## src/rtl/uio_link_pkg.sv

```systemverilog
// Shared definitions for both ends of the inverted-bus uio link.
// The sender drives the bit-inverse of each byte; the receiver undoes it.
package uio_link_pkg;

  localparam int LINK_W = 8;

  typedef logic [LINK_W-1:0] link_word_t;

  function automatic link_word_t decode_word(input link_word_t w);
    return ~w;
  endfunction

endpackage

```

## src/rtl/sync_fifo.sv

```systemverilog
// Small synchronous FIFO with a registered head word.
// rdata only moves on push-into-empty, on pop or on reset, so it is glitch-free while stalled.
module sync_fifo #(
  parameter int W     = 8,
  parameter int DEPTH = 4
) (
  input  logic                     clk,
  input  logic                     rst,
  input  logic                     push,
  input  logic                     pop,
  input  logic [W-1:0]             wdata,
  output logic [W-1:0]             rdata,
  output logic [$clog2(DEPTH):0]   count,
  output logic                     full,
  output logic                     empty
);

  localparam int PW = $clog2(DEPTH);
  localparam int CW = PW + 1;

  logic [W-1:0]  mem [DEPTH];
  logic [PW-1:0] wr_ptr;
  logic [PW-1:0] rd_ptr;
  logic [PW-1:0] rd_next;
  logic          push_ok;
  logic          pop_ok;

  assign full    = (count == CW'(DEPTH));
  assign empty   = (count == '0);
  assign pop_ok  = pop & ~empty;
  assign push_ok = push & (~full | pop_ok);
  assign rd_next = rd_ptr + PW'(1);

  always_ff @(posedge clk) begin
    if (push_ok) mem[wr_ptr] <= wdata;
  end

  always_ff @(posedge clk) begin
    if (rst) begin
      wr_ptr <= '0;
      rd_ptr <= '0;
      count  <= '0;
      rdata  <= '0;
    end else begin
      if (push_ok) wr_ptr <= wr_ptr + PW'(1);
      if (pop_ok)  rd_ptr <= rd_next;

      case ({push_ok, pop_ok})
        2'b10:   count <= count + CW'(1);
        2'b01:   count <= count - CW'(1);
        default: count <= count;
      endcase

      // With one entry left, a simultaneous push becomes the new head directly.
      if (pop_ok) begin
        if (count > CW'(1))  rdata <= mem[rd_next];
        else if (push_ok)    rdata <= wdata;
      end else if (push_ok && empty) begin
        rdata <= wdata;
      end
    end
  end

endmodule

```

## src/rtl/uio_rx_decoder.sv

```systemverilog
// Receive side of the inverted uio link: synchronise pins, catch strobe rising edges,
// un-invert the byte and queue it toward uo_out with a sticky overflow flag.
module uio_rx_decoder
  import uio_link_pkg::*;
#(
  parameter int DEPTH       = 4,
  parameter int SYNC_STAGES = 2
) (
  input  logic                   clk,
  input  logic                   rst,
  input  logic                   en,
  input  logic [LINK_W-1:0]      bus_d,
  input  logic                   bus_stb,
  output logic [LINK_W-1:0]      out_data,
  output logic                   out_valid,
  input  logic                   out_ready,
  output logic [$clog2(DEPTH):0] count,
  output logic                   overflow,
  input  logic                   clr_ovf
);

  link_word_t             d_sync_q [SYNC_STAGES];
  logic [SYNC_STAGES-1:0] stb_sync_q;
  logic [SYNC_STAGES-1:0] fill_q;
  logic                   stb_sync;
  logic                   stb_prev_q;
  logic                   armed_q;
  logic                   stb_rise;
  logic                   cap_vld_q;
  link_word_t             cap_word_q;
  logic                   full;
  logic                   empty;
  logic                   pop;
  logic                   push;
  logic                   drop;

  always_ff @(posedge clk) begin
    if (rst) begin
      for (int i = 0; i < SYNC_STAGES; i++) d_sync_q[i] <= '0;
      stb_sync_q <= '0;
    end else begin
      d_sync_q[0] <= bus_d;
      for (int i = 1; i < SYNC_STAGES; i++) d_sync_q[i] <= d_sync_q[i-1];
      stb_sync_q <= {stb_sync_q[SYNC_STAGES-2:0], bus_stb};
    end
  end

  assign stb_sync = stb_sync_q[SYNC_STAGES-1];

  // After reset the synchroniser holds zeros, not the pin; only arm once the real
  // pin has been seen low, so a strobe held high through reset is not taken as an edge.
  always_ff @(posedge clk) begin
    if (rst) begin
      fill_q     <= '0;
      armed_q    <= 1'b0;
      stb_prev_q <= 1'b0;
    end else begin
      fill_q     <= {fill_q[SYNC_STAGES-2:0], 1'b1};
      armed_q    <= armed_q | (fill_q[SYNC_STAGES-1] & ~stb_sync);
      stb_prev_q <= stb_sync;
    end
  end

  assign stb_rise = stb_sync & ~stb_prev_q & en & armed_q;

  // Single-cycle capture stage: holds the decoded word for the push/drop decision.
  always_ff @(posedge clk) begin
    if (rst) begin
      cap_vld_q  <= 1'b0;
      cap_word_q <= '0;
    end else begin
      cap_vld_q  <= stb_rise;
      if (stb_rise) cap_word_q <= decode_word(d_sync_q[SYNC_STAGES-1]);
    end
  end

  assign out_valid = ~empty;
  assign pop       = out_valid & out_ready;
  assign push      = cap_vld_q & (~full | pop);
  assign drop      = cap_vld_q & full & ~pop;

  always_ff @(posedge clk) begin
    if (rst)          overflow <= 1'b0;
    else if (drop)    overflow <= 1'b1;
    else if (clr_ovf) overflow <= 1'b0;
  end

  sync_fifo #(
    .W     (LINK_W),
    .DEPTH (DEPTH)
  ) u_fifo (
    .clk   (clk),
    .rst   (rst),
    .push  (push),
    .pop   (pop),
    .wdata (cap_word_q),
    .rdata (out_data),
    .count (count),
    .full  (full),
    .empty (empty)
  );

endmodule
```

## config.mk

```make
export PLATFORM = sky130hd
export DESIGN_NAME = uio_rx_decoder
export DESIGN_NICKNAME = d
export VERILOG_FILES = /design/src/rtl/uio_link_pkg.sv /design/src/rtl/sync_fifo.sv /design/src/rtl/uio_rx_decoder.sv
export SDC_FILE = /design/constraint.sdc
export NUM_CORES = 1
export LEC_CHECK = 0
export ABC_AREA = 1
export BUFFER_PORTS_ARGS = -buffer_cell sky130_fd_sc_hd__buf_2
export CAP_MARGIN = 20
export CORE_MARGIN = 5
export CORE_UTILIZATION = 40
export CTS_CLUSTER_DIAMETER = 80
export CTS_CLUSTER_SIZE = 10
export DETAILED_ROUTE_END_ITERATION = 16
export HOLD_SLACK_MARGIN = 0.08
export PLACE_DENSITY = 0.71
export SLEW_MARGIN = 40
export SYNTH_ARGS = -nofsm -noshare
export SYNTH_HDL_FRONTEND = slang
export SYNTH_SLANG_ARGS = --single-unit
```

## constraint.sdc

```tcl
create_clock -name clk -period 1.7 [get_ports clk]
set_input_delay 0.085 -clock clk [delete_from_list [all_inputs] [get_ports clk]]
set_output_delay 0.085 -clock clk [all_outputs]
set_load 0.01 [all_outputs]
```

After elaboration in Yosys (flattened, before gate mapping) --
Memories as Yosys holds them, arrays and structs flattened. Cells that the tools add are included.
Word-level totals: register bits after elaboration 31, latch bits 0, bits in writable memories 48, memory bits (read-only) 0, bits of input ports 14, output and inout bits 13, word-level logic and storage cells 65, memories kept 2
Memories:
- u_fifo.mem | depth 4, bits a word 8, rd ports 1, clocked after memory_dff 0, wr ports 1, RTL line sync_fifo.sv:21 | logic [W-1:0] mem [DEPTH];
- d_sync_q | depth 2, bits a word 8, rd ports 2, clocked after memory_dff 0, wr ports 2, RTL line uio_rx_decoder.sv:22 | link_word_t d_sync_q [SYNC_STAGES];
Operators by class: add/sub/neg operators 4, multiply operators 0, divide/modulo/power cells 0, $lt $le $gt $ge 1, eq/ne operators 4, shift-type cells 0, mux-type cells 15, bitwise gates (word level) 21, reductions and logical operators 6
Operators by type and width (count):
- 2-to-1 mux 8 bit | 6
- AND 1 bit | 10
- 2-to-1 mux 1 bit | 8
- inverter 8 bit | 1
- case mux 3 bit (2 select lines) | 1
- nonzero test 2 bit | 3
- inverter 1 bit | 5
- OR 1 bit | 5
- adder 2 x 1 -> 2 bit, second input constant | 2
- adder 3 x 1 -> 3 bit, second input constant | 1
- == test 3 bit, second input constant | 1
- > comparator 3 x 1 -> 1 bit, second input constant | 1
- zero test 3 bit | 1
- != test 3 x 2 -> 1 bit, second input constant | 1
- subtractor 3 x 1 -> 3 bit, second input constant | 1
- == test 2 x 1 -> 1 bit, second input constant | 1
- == test 2 bit, second input constant | 1
- AND reduction 2 bit | 1
- logical AND 1 bit | 1

Depth between registers and ports, before layout --
depth after elaboration 9, depth in mapped cells 11, mapped depth without buffers 11

Cells and area by module --
A second synthesis with hierarchy kept.
Unflattened totals: cells, all modules 369, area total of the unflattened synthesis 3270.6 um^2
By module, submodules not included:
- sync_fifo | instances 1, cells an instance 244, area each 2229.6 um^2, seq. area each 1261.2 um^2
- uio_rx_decoder | instances 1, cells an instance 125, area each 1041.0 um^2, seq. area each 640.6 um^2

Worst setup path after synthesis --
Ideal clock, no wire load.
path kind flip-flop to flip-flop, start point reg u_fifo.count[0], end point reg u_fifo.count[2], library setup time 0.122 ns, arrival time 1.723 ns, required time 1.578 ns, path slack -0.145 ns, stages on the path, launching flop included 10, buffers on the path 0, period minus slack after synthesis 1.845 ns, cells stage by stage dfxtp_1 inv_1 ha_1 nand2_1 o21ai_2 ha_1 nor2_1 o21ai_0 o21ai_0 a21oi_1
Between the ends: cells in the longest elaborated chain, start to end 8, elaborated cells between the ends (all ways) 16, those cells by class add/sub: 2; eq/ne: 3; mux: 1; bitwise: 8; reduce/logical: 2
RTL lines:
- start, declared | RTL line sync_fifo.sv:13 | output logic [$clog2(DEPTH):0] count,
- start signal, assigned | RTL line sync_fifo.sv:49 | 2'b10: count <= count + CW'(1);
- start signal, assigned | RTL line sync_fifo.sv:50 | 2'b01: count <= count - CW'(1);
- start signal, assigned | RTL line sync_fifo.sv:51 | default: count <= count;
- zero test 3 bit | RTL line sync_fifo.sv:29 | assign empty = (count == '0);
- inverter 1 bit | RTL line sync_fifo.sv:30, uio_rx_decoder.sv:77
- AND 1 bit | RTL line uio_rx_decoder.sv:78 | assign pop = out_valid & out_ready;
- OR 1 bit / AND 1 bit (equally long branches) | RTL line uio_rx_decoder.sv:79, sync_fifo.sv:30
- AND 1 bit / OR 1 bit (equally long branches) | RTL line uio_rx_decoder.sv:79, sync_fifo.sv:31
- AND 1 bit | RTL line sync_fifo.sv:31 | assign push_ok = push & (~full | pop_ok);
- == test 2 x 1 -> 1 bit / == test 2 bit (equally long branches) | RTL line sync_fifo.sv:48 | case ({push_ok, pop_ok})
- case mux 3 bit (2 select lines) / nonzero test 2 bit (equally long branches)
Several ways; a longest one is shown, not always the timed one. A chain may end at the register's enable or synchronous reset.

Worst setup path after layout --
Same ends and word-level chain as after synthesis.

==> out/qor.yml <==
routing:
  dr.pass1.iters: 4
  vias_per_cell: 4.38
  vias: 2207
  ant_nets: 0
  drt_wl_total_um: 5630
  wl_per_cell_um: 11.2
  remaining_drc_errors: 0
  first_iter_violations: 60
synthesis:
  synth-seq-cells: 79
  synth_top_family_by_area: "simple AND/OR/NAND/NOR gates"
  ys_warn_count: 0
  synthCells: 350
  ys_types: 23
  synth-adder-area-share_pct: 3.54
  synth_mux_area_share_pct: 0
  post_synth.cell_area_avg_um2: 9.08
  yosys.area_share.xor_xnor_pct: 0.275
  synth-simple-area-share_pct: 21.9
  ys_seq_area_share_pct: 59.8
  synth_nets: 373
  netlist_area_um2: 3180
  synth_compound_area_share_pct: 5.55
global_route:
  grt_use_total_pct: 12.5
  first_global_vias: 2086
  grt_max_degree: 26
  grt_antenna_before_repair: 0
  grt_first_pass_wirelength_um: 9650
  grt.overflow.total: 0
hold_path:
  hp-class: "in2reg"
  hp-start: "out_ready"
floorplanning:
  core_um2: 7730
  die_y_um: 99.2
  rows: 32
  ioPinCount: 27
  dieWidth_um: 99.2
  dieArea_um2: 9830
  start_util_pct: 41.1
place:
  hpwl_um: 4000
  pre_cts_ws_ns: 0.0195
  io_buffers: 26
  dp_cells: 476
  place_congestion: 0.800
sta:
  worst_slew_pin_slew_ns: 0.425
  max_freq_ghz: 0.625
  drv_slew: 0
  layout_min_cycle_time_ns: 1.60
  setup_viol: 0
  finalSetupTns_ns: 0
  max-slew-margin-rel_pct: 71.6
  worst_slack_ns: 0.101
  finalHoldViolCount: 0
  finClkSkew_ns: 0.0127
  fin_crit_sh_pct: 94.1
  rsz0062_at_grt: "true"
clock_network:
  clock-sinks: 79
  clk_pin_slew_ns: 0.09
  clkLatencyLatePin_ns: 0.35
  cts_buffers: 9
  cts_tree: "yes"
  clk_path_buf_depth: 2
  h-tree-depth: 3
  cts_root_buffer: "clkbuf_8"
setup_path:
  crit_arrival_ns: 1.84
  crit_start: "u_fifo.count[0]$_SDFFE_PP0P_"
  slowest_stage: "dfxtp_2"
  start_kind: "register"
  crit_chain: "inv_2 > ha_4 > nand2_1 > o21ai_4 > ha_4 > nor2_1 > o21ai_1 > o21ai_1 > a21oi_1"
  worstPathMaxFanout: 5
  cp-end-kind: "register"
  cp_data_required_time_ns: 1.94
  crit_type: "reg2reg"
  r2r_start: "u_fifo.count[0]$_SDFFE_PP0P_"
  path_buf_inv: 1
  cp_top_family: "compound AO/OA/AOI/OAI gates"
  slowest_delay_ns: 0.35
layout:
  area_growth_pct: 19.4
  nNetsFinal: 420
  antenna_cells: 0
  final_cell_mix: "nand2_1, inv_1, dfxtp_1"
  final_cells: 504
  final_common_cell: "nand2_1"
  final_util_pct: 49.1
  drive_gt1_share_pct: 18.4
outcome:
  status: "finished, final reports clean"
power_and_ir_drop:
  ir_worst_vdd_uv: 614
  p_leak_uw: 0.00170
  p_per_area_nw_per_um2: 1090
  finalPower_uw: 4140
flow_run:
  maxCapViolCount: 0
power breakdown:
| part | total, µW | internal, µW | switching (µW) |
|---|---|---|---|
| clock network | 1430 | 710 | 723 |
| registers | 2060 | 2020 | 41.4 |
| logic | 647 | 261 | 386 |
| total | 4140 | 2990 | 1150 |
flip-flops by register name (all words and copies together) (netlist names):
signal	count
u_fifo.wr_ptr	2
u_fifo.count	3
u_fifo.rd_ptr	2
u_fifo.mem	32
fill_q	2
armed_q	1
d_sync_q	16
cap_word_q	8
cap_vld_q	1
overflow	1
u_fifo.rdata	8
stb_prev_q	1
stb_sync_q	2
cell families after synthesis:
family,count (synthesis)
AO/OA/AOI/OAI,34
XOR/XNOR,1
adder cells (fa/ha/maj),9
buffers and inverters,67
flip-flops,79
AND/OR/NAND/NOR,160
worst register-to-register path: cells and delay by family (launching register included):
| kind | cells | cell delay, ns |
|---|---|---|
| flops | 1 | 0.35 |
| simple gates | 2 | 0.19 |
| compound gates | 4 | 0.48 |
| buf+inv | 1 | 0.10 |
| fa+ha+maj | 2 | 0.40 |
stage by stage:
step / area [µm²] / hold WS, ns
2_1_floorplan: 3210 / 0.192
3_3_place_gp: 3470 / 0.283
3_5_place_dp: 3470 / 0.292
4_1_cts: 3790 / 0.0885
5_1_grt: 3800 / 0.119
6_report: 3800 / 0.118
synth_stat cells:
cell / instances / share of area, %
a21oi_1: 16 / 2.5
ha_1: 9 / 3.5
o21ai_2: 1 / 0.28
clkbuf_1: 4 / 0.47
a211oi_1: 1 / 0.24
o21ai_0: 16 / 2.5
inv_1: 54 / 6.4
inv_4: 1 / 0.20
nand2_4: 4 / 1.4
xor2_1: 1 / 0.28
buf_2: 3 / 0.47
nand3_2: 5 / 1.6
nand4_1: 1 / 0.20
nor2_1: 39 / 4.6
nand2_2: 3 / 0.59
nand2_1: 90 / 11
edfxtp_1: 32 / 30
dfxtp_1: 47 / 30
buf_4: 1 / 0.24
buf_6: 3 / 1.1
nor2_2: 1 / 0.20
nand3_1: 17 / 2.7
inv_2: 1 / 0.12
worst paths after layout:
path,endpoint,slack (ns),depth (start not counted)
hold / removal,u_fifo.rd_ptr[0]$_SDFFE_PP0N_,0.12,3
setup reg to reg,u_fifo.count[2]$_SDFFE_PP0P_,0.10,9
setup / recovery,u_fifo.count[2]$_SDFFE_PP0P_,0.10,9
hold reg to reg,cap_word_q[3]$_SDFFE_PP0P_,0.40,1
layout make-up:
class / instances / area (µm²)
well taps: 102 / 128
clock inverters: 7 / 82.6
multi-input cells: 204 / 1030
clock buffers: 9 / 124
fillers: 731 / 3930
flip-flops and latches: 79 / 1900
repair buffers: 47 / 315
inverters: 56 / 213
per-layer routing:
metal,track usage (%),wire (µm)
met1,15.6,2670
met2,20.5,2590
met3,4.07,306
met4,3.89,61
met5,0,0
timing repair:
item / CTS / global route
hold endpoints to repair: 11 / 0
endpoints found under the setup margin: 1 / 9
hold buffers: 11 / 0
pin swaps: 0 / 3
resized for setup: 0 / 4
setup buffers: 1 / 0
No activity file was read; power rests on OpenSTA's default activity.
